### src/rtl/uart_pkg.sv
// Shared constants for the UART transmit path.
// State codes, parity modes and accumulator width.
package uart_pkg;

  localparam int ACC_W = 32;

  localparam logic [2:0] ST_IDLE   = 3'd0;
  localparam logic [2:0] ST_START  = 3'd1;
  localparam logic [2:0] ST_DATA   = 3'd2;
  localparam logic [2:0] ST_PARITY = 3'd3;
  localparam logic [2:0] ST_STOP   = 3'd4;

  localparam int PARITY_NONE = 0;
  localparam int PARITY_ODD  = 1;
  localparam int PARITY_EVEN = 2;

endpackage

### src/rtl/uart_baud_tick.sv
// Fractional baud accumulator: one tick per bit period,
// exact long-term rate for any integer MHz clock.
module uart_baud_tick
  import uart_pkg::*;
#(
  parameter int FMAX_MHz  = 27,
  parameter int BAUD_RATE = 115200
) (
  input  logic clk,
  input  logic rst,
  input  logic clear,
  input  logic enable,
  output logic tick
);

  localparam longint F_L = longint'(FMAX_MHz) * 1000000;

  localparam logic [ACC_W:0] F_HZ =
    (ACC_W+1)'(F_L);
  localparam logic [ACC_W:0] STEP =
    (ACC_W+1)'(BAUD_RATE);

  logic [ACC_W-1:0] acc;
  logic [ACC_W:0]   sum;
  logic             wrap;

  // One extra bit keeps acc+BAUD_RATE from overflowing.
  assign sum  = {1'b0, acc} + STEP;
  assign wrap = (sum >= F_HZ);
  assign tick = enable & wrap;

  always_ff @(posedge clk or posedge rst) begin
    if (rst) begin
      acc <= '0;
    end else if (clear) begin
      acc <= '0;
    end else if (enable) begin
      if (wrap) acc <= ACC_W'(sum - F_HZ);
      else      acc <= sum[ACC_W-1:0];
    end
  end

endmodule

### src/rtl/uart_tx_serializer.sv
// UART frame serializer: start, LSB-first data,
// optional parity, stop bits; registered line output.
module uart_tx_serializer
  import uart_pkg::*;
#(
  parameter int FMAX_MHz  = 27,
  parameter int BAUD_RATE = 115200,
  parameter int DATA_BITS = 8,
  parameter int PARITY    = 0,
  parameter int STOP_BITS = 1
) (
  input  logic       clk,
  input  logic       rst,
  input  logic       start,
  input  logic [7:0] data,
  output logic       ready,
  output logic       done,
  output logic       uart_tx
);

  localparam logic [7:0] DMASK =
    8'((16'd1 << DATA_BITS) - 16'd1);
  localparam logic [2:0] LAST_BIT =
    3'(DATA_BITS - 1);
  localparam logic STOP_LAST = 1'(STOP_BITS - 1);
  localparam logic HAS_PAR = (PARITY != PARITY_NONE);
  localparam logic ODD_PAR = (PARITY == PARITY_ODD);

  logic [2:0] state;
  logic [7:0] sh;
  logic [2:0] bit_idx;
  logic       stop_cnt;
  logic       par;
  logic       tick;
  logic       accept;
  logic [7:0] masked;

  assign accept = (state == ST_IDLE) & ready & start;
  assign masked = data & DMASK;

  uart_baud_tick #(
    .FMAX_MHz (FMAX_MHz),
    .BAUD_RATE(BAUD_RATE)
  ) u_tick (
    .clk   (clk),
    .rst   (rst),
    .clear (accept),
    .enable(state != ST_IDLE),
    .tick  (tick)
  );

  always_ff @(posedge clk or posedge rst) begin
    if (rst) begin
      state    <= ST_IDLE;
      sh       <= '0;
      bit_idx  <= '0;
      stop_cnt <= 1'b0;
      par      <= 1'b0;
      uart_tx  <= 1'b1;
      ready    <= 1'b1;
      done     <= 1'b0;
    end else begin
      done <= 1'b0;
      unique case (state)
        ST_IDLE: begin
          if (accept) begin
            sh      <= masked;
            par     <= (^masked) ^ ODD_PAR;
            bit_idx <= '0;
            uart_tx <= 1'b0;
            ready   <= 1'b0;
            state   <= ST_START;
          end
        end
        ST_START: begin
          if (tick) begin
            uart_tx <= sh[0];
            state   <= ST_DATA;
          end
        end
        ST_DATA: begin
          if (tick) begin
            if (bit_idx == LAST_BIT) begin
              stop_cnt <= 1'b0;
              if (HAS_PAR) begin
                uart_tx <= par;
                state   <= ST_PARITY;
              end else begin
                uart_tx <= 1'b1;
                state   <= ST_STOP;
              end
            end else begin
              sh      <= {1'b0, sh[7:1]};
              uart_tx <= sh[1];
              bit_idx <= bit_idx + 3'd1;
            end
          end
        end
        ST_PARITY: begin
          if (tick) begin
            stop_cnt <= 1'b0;
            uart_tx  <= 1'b1;
            state    <= ST_STOP;
          end
        end
        ST_STOP: begin
          if (tick) begin
            if (stop_cnt == STOP_LAST) begin
              state <= ST_IDLE;
              ready <= 1'b1;
              done  <= 1'b1;
            end else begin
              stop_cnt <= stop_cnt + 1'b1;
            end
          end
        end
        default: state <= ST_IDLE;
      endcase
    end
  end

endmodule
### config.mk
export PLATFORM = sky130hd
export DESIGN_NAME = uart_tx_serializer
export DESIGN_NICKNAME = d
export VERILOG_FILES = /design/src/rtl/uart_pkg.sv /design/src/rtl/uart_baud_tick.sv /design/src/rtl/uart_tx_serializer.sv
export SDC_FILE = /design/constraint.sdc
export NUM_CORES = 1
export LEC_CHECK = 0
export ABC_CLOCK_PERIOD_IN_PS = 5540
export CAP_MARGIN = 5
export CELL_PAD_IN_SITES_DETAIL_PLACEMENT = 0
export CELL_PAD_IN_SITES_GLOBAL_PLACEMENT = 1
export CORE_MARGIN = 8
export CORE_UTILIZATION = 40
export CTS_BUF_LIST = sky130_fd_sc_hd__clkbuf_4 sky130_fd_sc_hd__clkbuf_8
export DETAILED_ROUTE_END_ITERATION = 7
export MAX_ROUTING_LAYER = met4
export PLACE_DENSITY = 0.72
export RECOVER_POWER = 100
export SYNTH_ARGS = -nofsm -noshare
export SYNTH_HDL_FRONTEND = slang
export SYNTH_HIERARCHICAL = 1
export SYNTH_SLANG_ARGS = --single-unit
### constraint.sdc
create_clock -name clk -period 5.54 [get_ports clk]
set_input_delay 1.108 -clock clk [delete_from_list [all_inputs] [get_ports clk]]
set_output_delay 1.108 -clock clk [all_outputs]
set_load 0.02 [all_outputs]
==> out/qor.yml <==
sta:
  period_needed_ns: 4.68
  rsz0062_at_grt: "no"
  hold_viol: 0
  setup_tns_ns: 0
  relSlewSlack_pct: 27.9
  max_slew.worst_pin.slew_ns: 1.08
  setup_viol: 0
  maxSlewViolCount: 0
  max_freq_mhz: 214
  layout_setup_ws_ns: 0.859
  skew_ns: 0.00953
  period_share_pct: 84.5
die:
  initial_core_util_pct: 40.8
  core-area_um2: 9150
  die_w_um: 113
  ioPinCount: 14
  placement_rows: 35
  die_area_um2: 12700
  die_h_um: 113
yosys:
  ys_ff_latch: 43
  synthArstFlopShare_pct: 100
  ys_warn_count: 6
  synth_area_leaders: "dfrtp_1 28%, mux2_2 4.8%, xnor2_1 4.0%, a21oi_1 3.6%, nor2_1 3.4%"
  syn_nets: 453
  ys_types: 74
  ys_seq_area_share_pct: 28.9
  synth-main-ff-cell: "dfrtp_1"
  synthCells: 435
  synth_enable_flop_cells: 0
  netlist.area_leader.share_pct: 27.5
  syn_area_um2: 3730
  synth_largest_area_cell: "dfrtp_1"
  synth.avg_cell_area_um2: 8.57
route:
  routedWlPerCell_um: 18.4
  vias: 3370
  drt-pass1-iter-count: 5
  viasPerCell: 6.24
  drt_iter0_drc: 215
  detail-route-antenna-nets: 0
  drc: 0
  drt-total-wl_um: 9920
cts:
  post-cts-setup-buffer-count: 0
  cts.sinks: 43
  cts.repair.resized: 0
  clockBufferDepth: 2
  cts_made_buffers: 5
  clkLatencyLatePin_ns: 0.31
  cts_tree: "built"
  cts_hold_buf: 0
  h-tree-depth: 2
  root_buffer: "clkbuf_8"
  clk_pin_slew_worst_paths_ns: 0.10
power_and_ir_drop:
  p_leak_nw: 1.54
  irDropWorstVdd_v: 0.000290
  power_density_nw_per_um2: 626
final_layout:
  drive_gt1_share_pct: 10.7
  fin_cells: 540
  fillerInstances: 918
  multi_input_area_um2: 2400
  final_nets: 446
  n_antenna_cell: 0
  regArea_um2: 1080
  area_growth_pct: 5.97
  final_core_util_pct: 43.2
critical_path:
  path_max_fanout: 15
  crit_family: "compound AO/OA/AOI/OAI gates"
  crit_path_top_delay_cell: "dfrtp_1"
  startpoint_type: "flop"
  reg2reg_depth: 11
  crit_buf_inv: 1
  path_depth: 11
  rr_startpoint: "u_tick/acc[9]"
  arrival_ns: 4.89
  cp-end-kind: "flop"
  critPathRequiredTime_ns: 5.75
  worstSetupPathType: "flop to flop"
  slowest_delay_ns: 0.61
  cp-startpoint: "u_tick/acc[9]"
  cp_cell_sequence: "ha_1 > nand4_1 > xnor2_1 > o31ai_1 > o211ai_1 > o41a_1 > clkbuf_1 > a211o_1 > or4_1 > a21oi_1 > mux2_1"
global_route:
  grt_antenna_before_repair: 0
  first_global_vias: 3331
  grt_use_total_pct: 16.8
  grt_pass1_wl_um: 16900
  grt_max_degree: 27
  grt_overflow: 0
placed_design:
  dpl_worst_slack_ns: 0.968
  io_buffers: 13
  place_inst: 532
  dp_hpwl_um: 7070
  place_congestion: 0.897
min_path:
  hp-start: "uart_tx"
  hp-class: "flop to flop"
  hold_depth: 2
outcome:
  status: "finished, final reports clean"
run:
  drv_cap: 0
-- registers in the layout, summed over array words and instances (netlist names) --
signal / cells
sh: 8
uart_tx: 1
bit_idx: 3
done: 1
u_tick/acc: 26
state: 3
ready: 1
-- metrics by stage --
stage / total power (W) / hold WS (ns) / area, um2
floorplan: 0.00191 / 0.475 / 3730
global placement: 0.00221 / 0.460 / 3890
detailed placement: 0.00224 / 0.472 / 3890
CTS: 0.00253 / 0.485 / 4010
global route: 0.00269 / 0.513 / 3950
finish: 0.00247 / 0.480 / 3950
-- layout make-up --
class                      instances  share of cell area, %
multi-input combinational        348                   60.8
sequential                        43                   27.3
timing repair buffer              19                   4.24
tap                              111                   3.51
clock buffer                       6                   2.09
inverter                          11                   1.04
clock inverter                     2                  0.981
-- metal layers --
layer	global-route usage [%]	share of wire (%)	up-vias	routed length, um
li1	-	-	1598	-
met4	5.31	1.8	0	175
met3	2.68	6.3	16	629
met5	-	0	-	0
met2	27.6	48	132	4730
met1	20.5	44	1624	4380
-- cells in the final DEF, fill, tap and decap left out, types with 3 or more instances in the layout --
cell type	synthesis	layout
nor2b_1	10	10
nand3_1	18	18
nand2b_1	12	12
buf_4	0	4
dfrtp_1	41	41
a211oi_1	8	8
and2_1	5	4
nand3b_1	3	4
or3_1	6	6
clkdlybuf4s50_1	0	9
nor4_1	8	8
clkbuf_8	0	6
a21o_1	6	6
nor2_1	34	33
dlygate4sd3_1	0	4
mux2_2	16	16
mux2_1	1	9
xnor2_1	17	17
or4_1	3	3
mux2i_1	7	7
nand4_1	12	12
and2_0	2	3
nor3_1	6	7
inv_1	11	11
o211ai_1	7	7
o211a_1	4	4
a21oi_1	27	27
o21ai_0	14	14
a31oi_1	11	11
o31ai_1	4	4
a31o_2	4	4
xor2_1	6	6
and4_1	3	3
nand2_1	28	28
ha_1	7	7
and3_1	9	9
-- cells in the mapped netlist, types with 2 or more instances --
library cell / count
o31ai_1: 4
xnor2_1: 17
nand2b_1: 12
and2_1: 5
mux2_4: 8
dfstp_2: 2
nor3_1: 6
and3_1: 9
o21ai_0: 14
nand3_1: 18
xor2_1: 6
nor2b_1: 10
a21boi_0: 2
o211a_1: 4
a31o_2: 4
or3_1: 6
and2_0: 2
nand4b_1: 2
nand3b_1: 3
ha_1: 7
and4_1: 3
mux2_2: 16
a211oi_1: 8
buf_2: 4
inv_1: 11
o211ai_2: 2
a21o_1: 6
dfrtp_1: 41
nand2_1: 28
o21a_1: 2
clkbuf_1: 23
nor4_1: 8
or4_1: 3
buf_6: 4
nand4_1: 12
mux2i_1: 7
a31oi_1: 11
nor2_1: 34
nor3_2: 2
o21ai_1: 2
o211ai_1: 7
o2bb2ai_1: 2
a21oi_1: 27
-- path summary, 6_finish.rpt --
path,slack [ns],to
max reg2reg,0.86,u_tick/acc[29]
max in group asynchronous,3.37,u_tick/acc[17]
min in group asynchronous,1.33,sh[0]
min,0.48,uart_tx
max,0.86,u_tick/acc[29]
min reg2reg,0.48,uart_tx
-- tightest hold or removal path: stages (launching register included) --
cell	delay [ns]
dfstp_2	0.38
inv_1	0.04
o32ai_1	0.06
-- where the power goes --
group	internal, W	leakage [nW]	switching, W
registers	0.000469	0.524	0.000286
logic	0.000620	0.956	0.000816
clock network	0.000149	0.0618	0.000133
-- cells by family after synthesis --
family / Yosys count / share of synthesized area, %
AO/OA/AOI/OAI: 115 / 22.2
XOR/XNOR: 24 / 5.84
flip-flops: 43 / 28.9
adder cells (fa/ha/maj): 7 / 2.35
multiplexers: 32 / 10.2
AND/OR/NAND/NOR: 170 / 25.1
buffers and inverters: 44 / 5.40
(Power assumes the default switching activity.)
